## config.mk

```make
export PLATFORM = sky130hd
export DESIGN_NAME = sysid_regs_ext
export DESIGN_NICKNAME = d
export VERILOG_FILES = /design/src/rtl/sysid_regs_ext.sv
export SDC_FILE = /design/constraint.sdc
export NUM_CORES = 1
export LEC_CHECK = 0
export ABC_CLOCK_PERIOD_IN_PS = 10500
export BUFFER_PORTS_ARGS = -buffer_cell sky130_fd_sc_hd__buf_2
export CAP_MARGIN = 20
export CORE_MARGIN = 4
export CORE_UTILIZATION = 35
export DETAILED_ROUTE_END_ITERATION = 6
export PLACE_DENSITY = 0.5
export SLEW_MARGIN = 10
export SYNTH_ARGS = -nofsm -noshare
export SYNTH_HDL_FRONTEND = slang
export SYNTH_SLANG_ARGS = --single-unit
```

## constraint.sdc

```tcl
create_clock -name clock -period 10.5 [get_ports clock]
set_input_delay 1.05 -clock clock [delete_from_list [all_inputs] [get_ports clock]]
set_output_delay 1.05 -clock clock [all_outputs]
set_load 0.05 [all_outputs]
```

## src/rtl/sysid_regs_ext.sv

```systemverilog
// System-ID register slave: fixed ID/timestamp/capability words, 64-bit uptime
// counter with coherent LO/HI snapshot, control register and byte-enabled scratch words.
module sysid_regs_ext #(
    parameter logic [31:0] SYSTEM_ID     = 32'h0000_0000,
    parameter logic [31:0] TIMESTAMP     = 32'h0000_0000,
    parameter int unsigned VERSION       = 8,
    parameter int unsigned ADDR_W        = 4,
    parameter int unsigned NUM_SCRATCH   = 4,
    parameter logic [31:0] SCRATCH_RESET = 32'h0000_0000,
    parameter int unsigned READ_LATENCY  = 1,
    parameter int unsigned TICK_DIV      = 1
) (
    input  logic              clock,
    input  logic              reset,
    input  logic [ADDR_W-1:0] address,
    input  logic              read,
    input  logic              write,
    input  logic [31:0]       writedata,
    input  logic [3:0]        byteenable,
    output logic [31:0]       readdata,
    output logic              readdatavalid
);

    localparam int unsigned REG_SYSID     = 0;
    localparam int unsigned REG_TIMESTAMP = 1;
    localparam int unsigned REG_CAPS      = 2;
    localparam int unsigned REG_UP_LO     = 3;
    localparam int unsigned REG_UP_HI     = 4;
    localparam int unsigned REG_CONTROL   = 5;
    localparam int unsigned SCR_BASE      = 8;

    localparam int unsigned SCR_N     = (NUM_SCRATCH > 0) ? NUM_SCRATCH : 1;
    localparam int unsigned SCR_IDX_W = (SCR_N > 1) ? $clog2(SCR_N) : 1;
    localparam int unsigned PRE_W     = (TICK_DIV > 1) ? $clog2(TICK_DIV) : 1;

    localparam logic [31:0]      CAPS_WORD = {8'(VERSION), 8'(ADDR_W), 8'(READ_LATENCY), 8'(NUM_SCRATCH)};
    localparam logic [PRE_W-1:0] PRE_MAX   = PRE_W'(TICK_DIV - 1);

    logic [31:0]          addr_w;
    logic                 scr_hit;
    logic [SCR_IDX_W-1:0] scr_idx;
    logic [31:0]          rd_word;
    logic                 wr_ctrl;
    logic                 do_clear;

    logic [PRE_W-1:0]     prescaler;
    logic [63:0]          uptime;
    logic [31:0]          shadow_hi;
    logic                 freeze;
    logic [31:0]          scratch [SCR_N];

    logic [31:0]             pipe_data [READ_LATENCY];
    logic [READ_LATENCY-1:0] pipe_vld;

    // Address decode shared by the read mux and the write side
    always_comb begin
        addr_w   = 32'(address);
        scr_hit  = (addr_w >= SCR_BASE) && (addr_w < SCR_BASE + NUM_SCRATCH);
        scr_idx  = SCR_IDX_W'(addr_w - SCR_BASE);
        wr_ctrl  = write && (addr_w == REG_CONTROL) && byteenable[0];
        do_clear = wr_ctrl && writedata[0];
    end

    // Read mux sees pre-edge state, so a read colliding with a write returns the old value
    always_comb begin
        rd_word = '0;
        case (addr_w)
            REG_SYSID:     rd_word = SYSTEM_ID;
            REG_TIMESTAMP: rd_word = TIMESTAMP;
            REG_CAPS:      rd_word = CAPS_WORD;
            REG_UP_LO:     rd_word = uptime[31:0];
            REG_UP_HI:     rd_word = shadow_hi;
            REG_CONTROL:   rd_word = {30'd0, freeze, 1'b0};
            default: begin
                if (scr_hit) rd_word = scratch[scr_idx];
            end
        endcase
    end

    // Prescaled uptime counter; clear beats a simultaneous tick, freeze halts both
    always_ff @(posedge clock or posedge reset) begin
        if (reset) begin
            prescaler <= '0;
            uptime    <= '0;
            freeze    <= 1'b0;
        end else begin
            if (do_clear) begin
                prescaler <= '0;
                uptime    <= '0;
            end else if (!freeze) begin
                if (prescaler == PRE_MAX) begin
                    prescaler <= '0;
                    uptime    <= uptime + 64'd1;
                end else begin
                    prescaler <= prescaler + PRE_W'(1);
                end
            end
            if (wr_ctrl) freeze <= writedata[1];
        end
    end

    // High word captured alongside every LO read for a coherent 64-bit pair
    always_ff @(posedge clock or posedge reset) begin
        if (reset) begin
            shadow_hi <= '0;
        end else if (read && (addr_w == REG_UP_LO)) begin
            shadow_hi <= uptime[63:32];
        end
    end

    always_ff @(posedge clock or posedge reset) begin
        if (reset) begin
            for (int i = 0; i < SCR_N; i++) scratch[i] <= SCRATCH_RESET;
        end else if (write && scr_hit) begin
            for (int b = 0; b < 4; b++) begin
                if (byteenable[b]) scratch[scr_idx][8*b +: 8] <= writedata[8*b +: 8];
            end
        end
    end

    // Each stage loads only on a valid entry, so the last stage holds its data between reads
    always_ff @(posedge clock or posedge reset) begin
        if (reset) begin
            pipe_vld <= '0;
            for (int i = 0; i < READ_LATENCY; i++) pipe_data[i] <= '0;
        end else begin
            pipe_vld[0] <= read;
            if (read) pipe_data[0] <= rd_word;
            for (int i = 1; i < READ_LATENCY; i++) begin
                pipe_vld[i] <= pipe_vld[i-1];
                if (pipe_vld[i-1]) pipe_data[i] <= pipe_data[i-1];
            end
        end
    end

    assign readdata      = pipe_data[READ_LATENCY-1];
    assign readdatavalid = pipe_vld[READ_LATENCY-1];

endmodule
```

# After elaboration in Yosys (flattened, before gate mapping)

Cells that the tools add are included.

Add/subtract/negate cells: 3
$lt $le $gt $ge: 4
Equality and inequality tests: 7
Muxes and demuxes: 30
Bitwise gates (word level): 1
Reduce and logical (&&, ||, !) cells: 10

Operators by type and width:

| kind                  | number |
|---|---|
| $mux 128              | 7 |
| $bwmux 128            | 4 |
| $demux 32 s2          | 4 |
| $mux 64               | 3 |
| $pmux 32 s5           | 1 |
| $mux 32               | 4 |
| $add 64x1->64 const B | 1 |
| $bmux 32 s2           | 1 |
| $logic_not 32->1      | 1 |
| $mux 24               | 1 |
| $mux 16               | 1 |
| $eq 4x2->1 const B    | 2 |
| $eq 4x3->1 const B    | 2 |
| $mux 8                | 1 |
| $logic_and 1x1->1     | 7 |
| $eq 4x1->1 const B    | 1 |
| $ge 4x4->1 const B    | 1 |
| $lt 4x4->1 const B    | 1 |
| $ne 2x2->1 const B    | 2 |
| $ge 3x3->1 const B    | 1 |
| $lt 3x1->1 const B    | 1 |
| $mux 1                | 3 |
| $not 2->3             | 1 |
| $reduce_and 2->1      | 1 |
| 3 further kinds       | 3 |

Bits in registers: 259
Output and inout port bits: 33

# Longest topological paths before layout

Gate-level depths: netlist of the first run.

Depth in word-level cells: 17
Gate-level depth with buffers: 7

# Least setup slack after synthesis of the first run

Ideal clock, no wire load.

Path kind: input -> register
Start: input port address[0]
End: register pipe_data, in the netlist readdata[10]
Library setup time: 0.137 ns
Arrival: 2.704 ns
Data required time: 10.363 ns
Slack: 7.659 ns
Stages: 5
Buffers on the path: 2
Cells stage by stage: buf_2 -> buf_1 -> mux4_2 -> a222oi_1 -> a21oi_1

Longest elaborated chain between the ends: 7

Ends and longest elaborated chain:

| element                                     | RTL line | RTL |
|---|---|---|
| from (decl)                                 | 15       | `input logic [ADDR_W-1:0] address,` |
| $sub 2x1->2                                 | 59       | `scr_idx = SCR_IDX_W'(addr_w - SCR_BASE);` |
| $not 2->3 (implied by the code)             | 75       | `if (scr_hit) rd_word = scratch[scr_idx];` |
| $bmux 32 s2                                 | 75       |  |
| $mux 32 (implied by the code) (2 in series) | 75       |  |
| $mux 32                                     | 75       |  |
| $pmux 32 s5 *                               | 67       | `case (addr_w)` |
| to (signal, indexed assignment)             | 131      | `if (pipe_vld[i-1]) pipe_data[i] <= pipe_data[i-1];` |
| to (decl)                                   | 52       | `logic [31:0] pipe_data [READ_LATENCY];` |

Mark *: on every way between the ends. The rest lies on a longest branch, timed or not. The select of a mux whose other input is x is not followed.
A chain may end at the register's enable or synchronous reset.

# Worst setup path after layout of the first run

Start: register uptime[0]
End: register uptime[60]

Longest elaborated chain between the ends: 4

Ends and longest elaborated chain:

| element                | RTL line | RTL |
|---|---|---|
| from (decl)            | 47       | `logic [63:0] uptime;` |
| from (signal assigned) | 93       | `uptime <= uptime + 64'd1;` |
| $add 64x1->64          | 93       |  |
| $mux 64                | 91       | `if (prescaler == PRE_MAX) begin` |
| $mux 64                | 90       | `end else if (!freeze) begin` |
| $mux 64                | 87       | `if (do_clear) begin` |

Every way passes these cells. The select of a mux whose other input is x is not followed.

==> impl_metrics.py, run 1 <==
metrics = {
    "cts": {
        "cts_hold_buf": 0,
        "htree_num_levels": 1,
        "clk-insertion-delay-late_ns": 0.53,
        "cts_resized": 0,
        "cts.clk_slew.worst_paths_ns": 0.06,
        "cts_made_buffers": 28,
        "cts.sinks": 258,
        "clk_path_buf_depth": 3,
        "cts_setup_buffers": 0,
        "root_buffer": "clkbuf_16",
        "cts_tree": "built",
    },
    "floorplan": {
        "dieArea_um2": 36800,
        "coreArea_um2": 33400,
        "die_h_um": 192,
        "start_util_pct": 35.3,
        "boundaryPins": 77,
        "rows": 67,
        "die_w_um": 192,
    },
    "drt": {
        "vias": 8086,
        "drc": 0,
        "routed_wl_mm": 31.0,
        "dr.first_iter.drc_count": 638,
        "ant_nets": 0,
        "dr.pass1.iters": 6,
        "wire_per_inst_um": 21.0,
        "vias_per_cell": 5.48,
    },
    "sta": {
        "tightest_slew_ns": 1.01,
        "final.setup.worst_slack_ns": 7.13,
        "fmax_mhz": 297,
        "min_period_over_period_pct": 32.1,
        "setup_tns_ns": 0,
        "setup_viol": 0,
        "hold_viol": 0,
        "finalMaxSlewViolations": 0,
        "finClkSkew_ns": 0.00768,
        "period_needed_ns": 3.37,
        "slew_headroom_pct": 32.6,
        "rsz0062_at_grt": "false",
    },
    "layout": {
        "layout-drive-gt1-share_pct": 32.9,
        "fill_cells": 3220,
        "nNetsFinal": 1054,
        "diodes": 0,
        "area_growth_pct": 15.5,
    },
    "setup_path": {
        "cp_cell_sequence": "ha_1, nor2b_1, nor3b_1, nand4_1, or4_1, a21oi_1",
        "cp-start-kind": "register",
        "worst_setup_path_end_kind": "register",
        "r2r_start": "uptime[0]$_DFFE_PP0P_",
        "rr_endpoint": "uptime[60]$_DFFE_PP0P_",
        "rrSetupSlack_ns": 7.13,
        "crit_fanout": 13,
        "critPathBufInv": 0,
        "crit_type": "reg -> reg",
        "critPathRequiredTime_ns": 10.95,
        "rr_worst_depth": 6,
        "path_delay_family": "simple AND/OR/NAND/NOR gates",
        "worstPathArrival_ns": 3.82,
        "slowest_delay_ns": 0.75,
        "cp_slowest_cell": "nor3b_1",
    },
    "global_routing": {
        "overflow": 0,
        "grt_pass1_vias": 8233,
        "globalRouteTotalUtil_pct": 17.2,
        "grt_pass1_wl_mm": 49.7,
        "grt_max_degree": 134,
        "antenna_found_initial": 0,
    },
    "synthesis": {
        "synth_commonest_cells": "dfrtp_1 (258), mux2_2 (157), nor2_1 (87)",
        "synth_area_leaders": "dfrtp_1 (55%), mux2_2 (15%), mux4_2 (6.1%)",
        "ys.flop_type": "dfrtp_1",
        "yosysMostFrequentCell": "dfrtp_1",
        "postSynthCellCount": 938,
        "synth.distinct_cells": 49,
        "async_flop_share_pct": 100,
        "yosys_warnings": 0,
        "yosysTopAreaCellShare_pct": 54.6,
        "synth_area_um2": 11800,
        "syn_nets": 984,
        "synth_edf_count": 0,
        "ys_seq_area_share_pct": 54.6,
        "synth_seq_cells": 258,
        "yosysTopAreaCell": "dfrtp_1",
        "syn_avg_cell_area_um2": 12.6,
    },
    "worst_hold_path": {
        "hold_depth": 1,
        "hold_path.class": "reg -> reg",
        "holdCritStartpoint": "scratch[61]$_DFFE_PP0P_",
        "whs_endpoint": "scratch[61]$_DFFE_PP0P_",
    },
    "place": {
        "hpwl_mm": 21.2,
        "preCtsSetupSlack_ns": 6.77,
        "port_buffers": 76,
        "place_congestion": 0.763,
    },
    "power": {
        "total_power_uw": 2970,
        "peakVddDrop_uv": 129,
        "leakage_uw": 0.00561,
        "powerDensity_nw_per_um2": 217,
    },
    "flow_run": {
        "cap_violations": 0,
    },
    "outcome": {
        "outcome": "finished clean",
    },
}
-- cells by family after synthesis --
| kind of cell | count (synthesis) | synth area share [%] |
|---|---|---|
| flops | 258 | 54.6 |
| simple gates | 276 | 12.7 |
| compound gates | 130 | 7.19 |
| mux | 190 | 21.1 |
| xor+xnor | 30 | 2.22 |
| fa+ha+maj | 2 | 0.212 |
| buf+inv | 52 | 1.91 |
-- flip-flops by register name (all words and copies together), names as in the netlist --
| signal | cells |
|---|---|
| shadow_hi | 32 |
| uptime | 64 |
| scratch | 128 |
| readdatavalid | 1 |
| readdata | 32 |
| freeze | 1 |
-- cell type report --
class / instances / area (um2) / area share [%]
clock inverter: 9 / 151 / 1.11
clock buffer: 40 / 837 / 6.14
sequential: 258 / 6460 / 47.3
tap: 448 / 561 / 4.11
multi-input combinational: 628 / 5150 / 37.8
timing repair buffer: 86 / 455 / 3.34
inverter: 6 / 30.0 / 0.220
-- per-stage QoR --
| stage | cell area [um2] | hold WS, ns | std cells | utilization [%] |
|---|---|---|---|---|
| global route | 13600 | 0.511 | 1475 | 40.8 |
| finish | 13600 | 0.499 | 1475 | 40.8 |
| floorplan | 11800 | 0.450 | 938 | - |
| CTS | 13600 | 0.505 | 1475 | 40.8 |
| global placement | 12700 | 0.470 | 1426 | 37.8 |
| detailed placement | 12700 | 0.484 | 1426 | 37.8 |
-- metal layers --
layer / track usage (%) / up-vias / wire, um
met2: 27.3 / 205 / 14500
met4: 3.98 / 0 / 571
li1: - / 3659 / -
met3: 2.94 / 36 / 1720
met1: 24.8 / 4186 / 14300
met5: 0 / - / 0
-- worst register-to-register path, cell delays in order (launching register included) --
cell	delay, ns
dfrtp_1	0.48
ha_1	0.21
nor2b_1	0.47
nor3b_1	0.75
nand4_1	0.62
or4_1	0.59
a21oi_1	0.16
-- report_power, final --
part	total [uW]	internal (uW)	switching, uW	leakage [uW]
registers	1400	1200	192	0.00311
logic	523	246	277	0.00202
clock network	1050	648	398	0.000485
total	2970	2100	867	0.00561
-- layout by cell type, fill, tap and decap left out, types with 20 or more instances in the layout --
master / n
nand4_1: 29
a222oi_1: 28
clkbuf_16: 29
xor2_1: 24
dfrtp_1: 258
o21ai_0: 23
buf_2: 76
mux2_2: 157
nand3_1: 29
or3_1: 20
nand2_1: 46
mux4_2: 32
a21oi_1: 58
nor2_1: 87
-- how the worst max path moves through the flow --
stage / from / to / slack (ns) / depth (start not counted)
2_1_floorplan: reset / freeze$_DFFE_PP0P_ / 2.35 / 1
3_3_place_gp: address[0] / uptime[61]$_DFFE_PP0P_ / 6.79 / 7
3_5_place_dp: address[0] / uptime[61]$_DFFE_PP0P_ / 6.77 / 7
4_1_cts: uptime[0]$_DFFE_PP0P_ / uptime[60]$_DFFE_PP0P_ / 7.19 / 6
5_1_grt: uptime[0]$_DFFE_PP0P_ / uptime[44]$_DFFE_PP0P_ / 6.97 / 6
6_report: uptime[0]$_DFFE_PP0P_ / uptime[60]$_DFFE_PP0P_ / 7.13 / 6
Note: power is estimated with default switching activity, not from simulation.
==> run 2: changes to the inputs <==
--- a/config.mk
+++ b/config.mk
@@ -5,13 +5,14 @@
 export SDC_FILE = /design/constraint.sdc
 export NUM_CORES = 1
 export LEC_CHECK = 0
-export ABC_CLOCK_PERIOD_IN_PS = 10500
+export ABC_AREA = 1
+export ABC_CLOCK_PERIOD_IN_PS = 3100
 export BUFFER_PORTS_ARGS = -buffer_cell sky130_fd_sc_hd__buf_2
 export CAP_MARGIN = 20
 export CORE_MARGIN = 4
 export CORE_UTILIZATION = 35
 export DETAILED_ROUTE_END_ITERATION = 6
-export PLACE_DENSITY = 0.5
+export PLACE_DENSITY = 0.52
 export SLEW_MARGIN = 10
 export SYNTH_ARGS = -nofsm -noshare
 export SYNTH_HDL_FRONTEND = slang
==> constraint.sdc (replaced) <==
create_clock -name clock -period 3.1 [get_ports clock]
set_input_delay 0.31 -clock clock [delete_from_list [all_inputs] [get_ports clock]]
set_output_delay 0.31 -clock clock [all_outputs]
set_load 0.05 [all_outputs]
==> run 2 against run 1 <==
Net effect: sequential share of layout area is 2.3 points lower; critical endpoint is now uptime[39]$_DFFE_PP0P_; synthesized area increased by 5.2%; via count rose by 33%; register-to-register slack got worse by 6.1 ns; critical path type unchanged; combinational power is 150% higher.
==> impl_metrics.py, run 2 <==
metrics = {
    "sta": {
        "finClkSkew_ns": 0.0195,
        "finalMaxSlewViolations": 0,
        "rsz0062_at_grt": "false",
        "fmax_mhz": 483,
        "setup_viol": 0,
        "slew_headroom_pct": 37.4,
        "tightest_slew_ns": 0.938,
        "min_period_over_period_pct": 66.7,
        "period_needed_ns": 2.07,
        "hold_viol": 0,
    },
    "layout": {
        "regMostFlops": "scratch",
        "area_growth_pct": 15.5,
        "nNetsFinal": 1696,
        "final_cells": 2127,
        "final_common_cell": "nand2_1",
        "largest_reg_flops": 128,
        "final_cell_area_um2": 14400,
        "final_cell_mix": "nand2_1 (432), dfrtp_1 (258), nor2_1 (205)",
        "layout-drive-gt1-share_pct": 10.7,
        "diodes": 0,
        "largestRegisters": "scratch: 128 flops, uptime: 64 flops",
    },
    "place": {
        "place_congestion": 0.923,
        "place_inst": 2071,
        "port_buffers": 76,
        "hpwl_mm": 28.0,
        "place_area_um2": 13300,
    },
    "setup_path": {
        "worstPathArrival_ns": 2.55,
        "crit_fanout": 19,
        "path_delay_family": "simple AND/OR/NAND/NOR gates",
        "cp_cell_sequence": "inv_1, nand4_2, nor2_2, nand2_1, nand2_1, nand2_1, nor2_1",
        "cp-start-kind": "register",
        "crit_type": "reg -> reg",
        "worst_setup_path_end_kind": "register",
        "critPathBufInv": 1,
        "critPathRequiredTime_ns": 3.58,
        "cpMostUsedCell": "nand2_1",
        "cp_slowest_cell": "inv_1",
        "slowest_delay_ns": 0.59,
    },
    "cts": {
        "cts.clk_slew.worst_paths_ns": 0.06,
        "cts.sinks": 258,
        "cts_tree": "built",
        "clk-insertion-delay-late_ns": 0.55,
        "cts_setup_buffers": 0,
        "htree_num_levels": 1,
        "root_buffer": "clkbuf_16",
        "cts_made_buffers": 31,
        "clk_path_buf_depth": 3,
        "cts_resized": 0,
        "cts_hold_buf": 1,
    },
    "floorplan": {
        "dieArea_um2": 38600,
        "rows": 68,
        "boundaryPins": 77,
        "start_util_pct": 35.7,
        "coreArea_um2": 34800,
        "die_w_um": 196,
        "die_h_um": 196,
    },
    "drt": {
        "vias": 10800,
        "dr.pass1.iters": 5,
        "ant_nets": 0,
        "dr.first_iter.drc_count": 896,
        "wire_per_inst_um": 18.3,
        "routed_wl_mm": 38.8,
        "drc": 0,
        "vias_per_cell": 5.07,
    },
    "synthesis": {
        "ys_seq_area_share_pct": 52.0,
        "async_flop_share_pct": 100,
        "yosys_warnings": 0,
        "postSynthCellCount": 1580,
        "syn_avg_cell_area_um2": 7.86,
        "ys.flop_type": "dfrtp_1",
        "synth_commonest_cells": "nand2_1 (432), dfrtp_1 (258), nor2_1 (205)",
        "synth_seq_cells": 258,
        "yosysTopAreaCell": "dfrtp_1",
        "synth_area_leaders": "dfrtp_1 (52%), nand2_1 (13%), o21ai_0 (7.0%)",
        "synth.distinct_cells": 35,
        "synth_edf_count": 0,
        "syn_nets": 1626,
        "synth_area_um2": 12400,
        "yosysTopAreaCellShare_pct": 52.0,
        "yosysMostFrequentCell": "nand2_1",
    },
    "global_routing": {
        "overflow": 0,
        "grt_pass1_vias": 10600,
        "antenna_found_initial": 0,
        "grt_max_degree": 91,
        "globalRouteTotalUtil_pct": 20.0,
        "grt_pass1_wl_mm": 62.0,
    },
    "power": {
        "total_power_uw": 9220,
        "powerDensity_nw_per_um2": 643,
        "peakVddDrop_uv": 499,
        "leakage_uw": 0.00674,
    },
    "worst_hold_path": {
        "hold_path.class": "in -> reg",
    },
    "outcome": {
        "outcome": "finished clean",
    },
    "flow_run": {
        "cap_violations": 0,
    },
}
run 2: cell types whose count changed in the layout (fill, tap and decap cells not counted), sizes merged, moves of 28 or more:
| cell | before | now |
|---|---|---|
| mux2 | 157 | 1 |
| a22oi | 0 | 54 |
| mux4 | 32 | 0 |
| inv | 6 | 131 |
| nand2 | 46 | 438 |
| nand3 | 32 | 61 |
| a21oi | 58 | 94 |
| o21ai | 23 | 201 |
| nor2 | 87 | 220 |
| a222oi | 28 | 0 |
run 2: metal layers:
metal  track usage, %  part of all wire [%]  vias up
li1                 -                     -     5305
met1             29.2                    47     5116
met2             31.2                    44      292
met3             2.79                   5.2       65
met4             6.26                   3.4        0
met5                0                     0        -
run 2: power breakdown:
group / switching [uW] / internal [uW]
Sequential: 304 / 3850
Clock: 1430 / 2340
Combinational: 884 / 415
Total: 2620 / 6600
run 2: final timing paths:
kind | cells after the start | endpoint | slack (ns) | start
max | 7 | uptime[39]$_DFFE_PP0P_ | 1.03 | freeze$_DFFE_PP0P_
min | 3 | scratch[26]$_DFFE_PP0P_ | 0.05 | writedata[26]
min reg2reg | 2 | readdata[9]$_DFFE_PP0P_ | 0.48 | readdata[9]$_DFFE_PP0P_
max reg2reg | 7 | uptime[39]$_DFFE_PP0P_ | 1.03 | freeze$_DFFE_PP0P_
min in group asynchronous | 3 | shadow_hi[3]$_DFFE_PP0P_ | 0.40 | reset
max in group asynchronous | 4 | scratch[126]$_DFFE_PP0P_ | 1.84 | reset
run 2: final cells by class:
class / count / area (um2)
Timing Repair Buffer: 98 / 586
Sequential cell: 258 / 6460
Fill cell: 3579 / 20400
Inverter: 132 / 499
Multi-Input combinational cell: 1129 / 5170
Clock buffer: 44 / 905
Clock inverter: 11 / 163
Tap cell: 455 / 569
run 2: metrics by stage:
step | setup WS, ns | TNS [ns] | util (%) | hold slack [ns]
after floorplan | -0.610 | -157.28 | - | 0.341
after global placement | 0.963 | 0 | 38.1 | 0.416
after detailed placement | 0.923 | 0 | 38.1 | 0.405
after CTS | 1.01 | 0 | 41.2 | 0.0296
after global routing | 0.888 | 0 | 41.2 | 0.0580
final | 1.03 | 0 | 41.2 | 0.0490
run 2: worst reg2reg max path: cells and delay by family (launching register included):
family        cells  cell delay [ns]
buf+inv           1             0.59
flops             1             0.38
simple gates      6             1.04
run 2: logic make-up after synthesis:
logic type	share of synthesized area, %
AOI/OAI and AO/OA	15.7
xor gates and xnor gates	0.0705
adders and majority gates	0.201
buffers and inverters	6.43
DFF	52.0
muxes	0.0906
and+or+nand+nor	25.5
==> run 3: changes to the inputs <==
--- a/config.mk
+++ b/config.mk
@@ -6,7 +6,7 @@
 export NUM_CORES = 1
 export LEC_CHECK = 0
 export ABC_AREA = 1
-export ABC_CLOCK_PERIOD_IN_PS = 3100
+export ABC_CLOCK_PERIOD_IN_PS = 1800
 export BUFFER_PORTS_ARGS = -buffer_cell sky130_fd_sc_hd__buf_2
 export CAP_MARGIN = 20
 export CORE_MARGIN = 4
==> constraint.sdc (replaced) <==
create_clock -name clock -period 1.8 [get_ports clock]
set_input_delay 0.18 -clock clock [delete_from_list [all_inputs] [get_ports clock]]
set_output_delay 0.18 -clock clock [all_outputs]
set_load 0.05 [all_outputs]
==> run 3 against run 2 <==
Net effect: first-iteration DRC count fell by 16%; global-route usage rose by 0.11 points; die area did not move; critical path depth rose by 2; via count rose by 2.2%; fmax rose by 20%; flip-flop and latch count did not move; setup slack got worse by 0.95 ns; hold slack got worse by 0.012 ns; non-clock buffer count rose by 89; register-to-register slack got worse by 0.95 ns; sequential power rose by 72%.
==> impl_metrics.py, run 3 (synthesis results as in run 2) <==
metrics = {
    "outcome": {
        "outcome": "finished clean",
    },
    "setup_path": {
        "crit_fanout": 5,
        "critPathBufInv": 1,
        "critPathRequiredTime_ns": 2.27,
        "rrSetupSlack_ns": 0.08,
        "cp-start-kind": "register",
        "cp_cell_sequence": "ha_1, inv_1, nor2_2, nand2_2, nor2_2, nand3_2, o21ai_0, nand2_1, nor2_1",
        "worst_setup_path_end_kind": "register",
        "cp_slowest_cell": "dfrtp_1",
        "slowest_delay_ns": 0.39,
        "path_delay_family": "simple AND/OR/NAND/NOR gates",
        "worstPathArrival_ns": 2.19,
        "cpMostUsedCell": "nor2_2",
        "crit_type": "reg -> reg",
    },
    "cts": {
        "cts.clk_slew.worst_paths_ns": 0.06,
        "clk_path_buf_depth": 3,
        "clk-insertion-delay-late_ns": 0.54,
        "htree_num_levels": 1,
        "cts_made_buffers": 29,
        "cts.sinks": 258,
        "root_buffer": "clkbuf_16",
        "cts_tree": "built",
    },
    "global_routing": {
        "grt_pass1_wl_mm": 62.2,
        "antenna_found_initial": 0,
        "grt_max_degree": 56,
        "grt_pass1_vias": 10900,
        "overflow": 0,
        "globalRouteTotalUtil_pct": 20.2,
    },
    "floorplan": {
        "die_h_um": 196,
        "start_util_pct": 35.7,
        "coreArea_um2": 34800,
        "die_w_um": 196,
        "boundaryPins": 77,
        "rows": 68,
        "dieArea_um2": 38600,
    },
    "drt": {
        "dr.first_iter.drc_count": 756,
        "vias_per_cell": 4.99,
        "routed_wl_mm": 39.2,
        "ant_nets": 0,
        "drc": 0,
        "dr.pass1.iters": 5,
        "vias": 11000,
        "wire_per_inst_um": 17.8,
    },
    "worst_hold_path": {
        "hold_path.class": "in -> reg",
    },
    "sta": {
        "fmax_mhz": 580,
        "finClkSkew_ns": 0.00829,
        "timing.hold.ws_ns": 0.0366,
        "hold_viol": 0,
        "rsz0062_at_grt": "true",
        "min_period_over_period_pct": 95.8,
        "setup_viol": 0,
        "tightest_slew_ns": 0.556,
        "period_needed_ns": 1.72,
        "slew_headroom_pct": 62.8,
        "finalMaxSlewViolations": 0,
    },
    "layout": {
        "final_cell_area_um2": 15100,
        "final_cell_mix": "nand2_1 (430), dfrtp_1 (254), nor2_1 (191)",
        "layout-drive-gt1-share_pct": 14.0,
        "nNetsFinal": 1783,
        "regMostFlops": "scratch",
        "largest_reg_flops": 128,
        "largestRegisters": "scratch: 128 flops, uptime: 64 flops",
        "final_common_cell": "nand2_1",
        "diodes": 0,
        "area_growth_pct": 21.2,
    },
    "power": {
        "peakVddDrop_uv": 668,
        "powerDensity_nw_per_um2": 991,
        "leakage_uw": 0.00708,
    },
    "flow_run": {
        "cap_violations": 0,
    },
    "place": {
        "place_area_um2": 13800,
        "hpwl_mm": 28.5,
        "port_buffers": 76,
        "place_congestion": 0.922,
    },
}
run 3: final cells by class:
| class | instances | area [um2] |
|---|---|---|
| fillers | 3574 | 19700 |
| well taps | 455 | 569 |
| clock buffers | 44 | 832 |
| flip-flops and latches | 258 | 6460 |
| inverters | 132 | 499 |
| repair buffers | 187 | 1440 |
| clock inverters | 2 | 12.5 |
| multi-input cells | 1129 | 5240 |
run 3: worst min-delay path, cell delays in order:
cell and delay, ns:
buf_2 0.09, inv_1 0.10, o21ai_0 0.16
run 3: routing by layer:
metal / wire length, um / vias up / global-route usage, %
met1: 18500 / 5195 / 29.9
met5: 0 / - / 0
li1: - / 5481 / -
met2: 17800 / 283 / 31.7
met4: 998 / 0 / 5.25
met3: 1910 / 53 / 2.14
run 3: worst paths after layout:
check                                   startpoint                        to  depth (start not counted)
max                          uptime[0]$_DFFE_PP0P_    uptime[48]$_DFFE_PP0P_                          9
min                                   writedata[1]    scratch[1]$_DFFE_PP0P_                          3
max reg2reg                  uptime[0]$_DFFE_PP0P_    uptime[48]$_DFFE_PP0P_                          9
min reg2reg                readdata[9]$_DFFE_PP0P_   readdata[9]$_DFFE_PP0P_                          2
max in group asynchronous                    reset  readdata[23]$_DFFE_PP0P_                          4
min in group asynchronous                    reset     uptime[3]$_DFFE_PP0P_                          3
run 3: what timing repair did:
action                     in CTS  in global routing
hold endpoints to repair      129                  0
setup endpoints to repair       3                 29
gates cloned                    0                  0
gates resized for setup         2                 23
hold buffers                   32                  0
pin swaps                       0                  1
setup buffers                   0                  3
run 3: metrics by stage:
step	instances	util, %	power (uW)	worst slack (ns)	TNS (ns)
global placement	2126	39.6	9460	-0.108	-0.288
finish	2207	43.3	14900	0.0765	0
detailed placement	2126	39.6	9520	-0.173	-0.502
global route	2207	43.3	15700	-0.0190	-0.0287
floorplan	1580	-	8710	-1.78	-459.14
CTS	2204	43.0	15100	-0.00840	-0.00985
run 3: report_power, final:
group	total, uW	switching, uW	internal, uW
combinational	2370	1530	839
sequential	7130	499	6630
clock	5430	2300	3130
total	14900	4330	10600
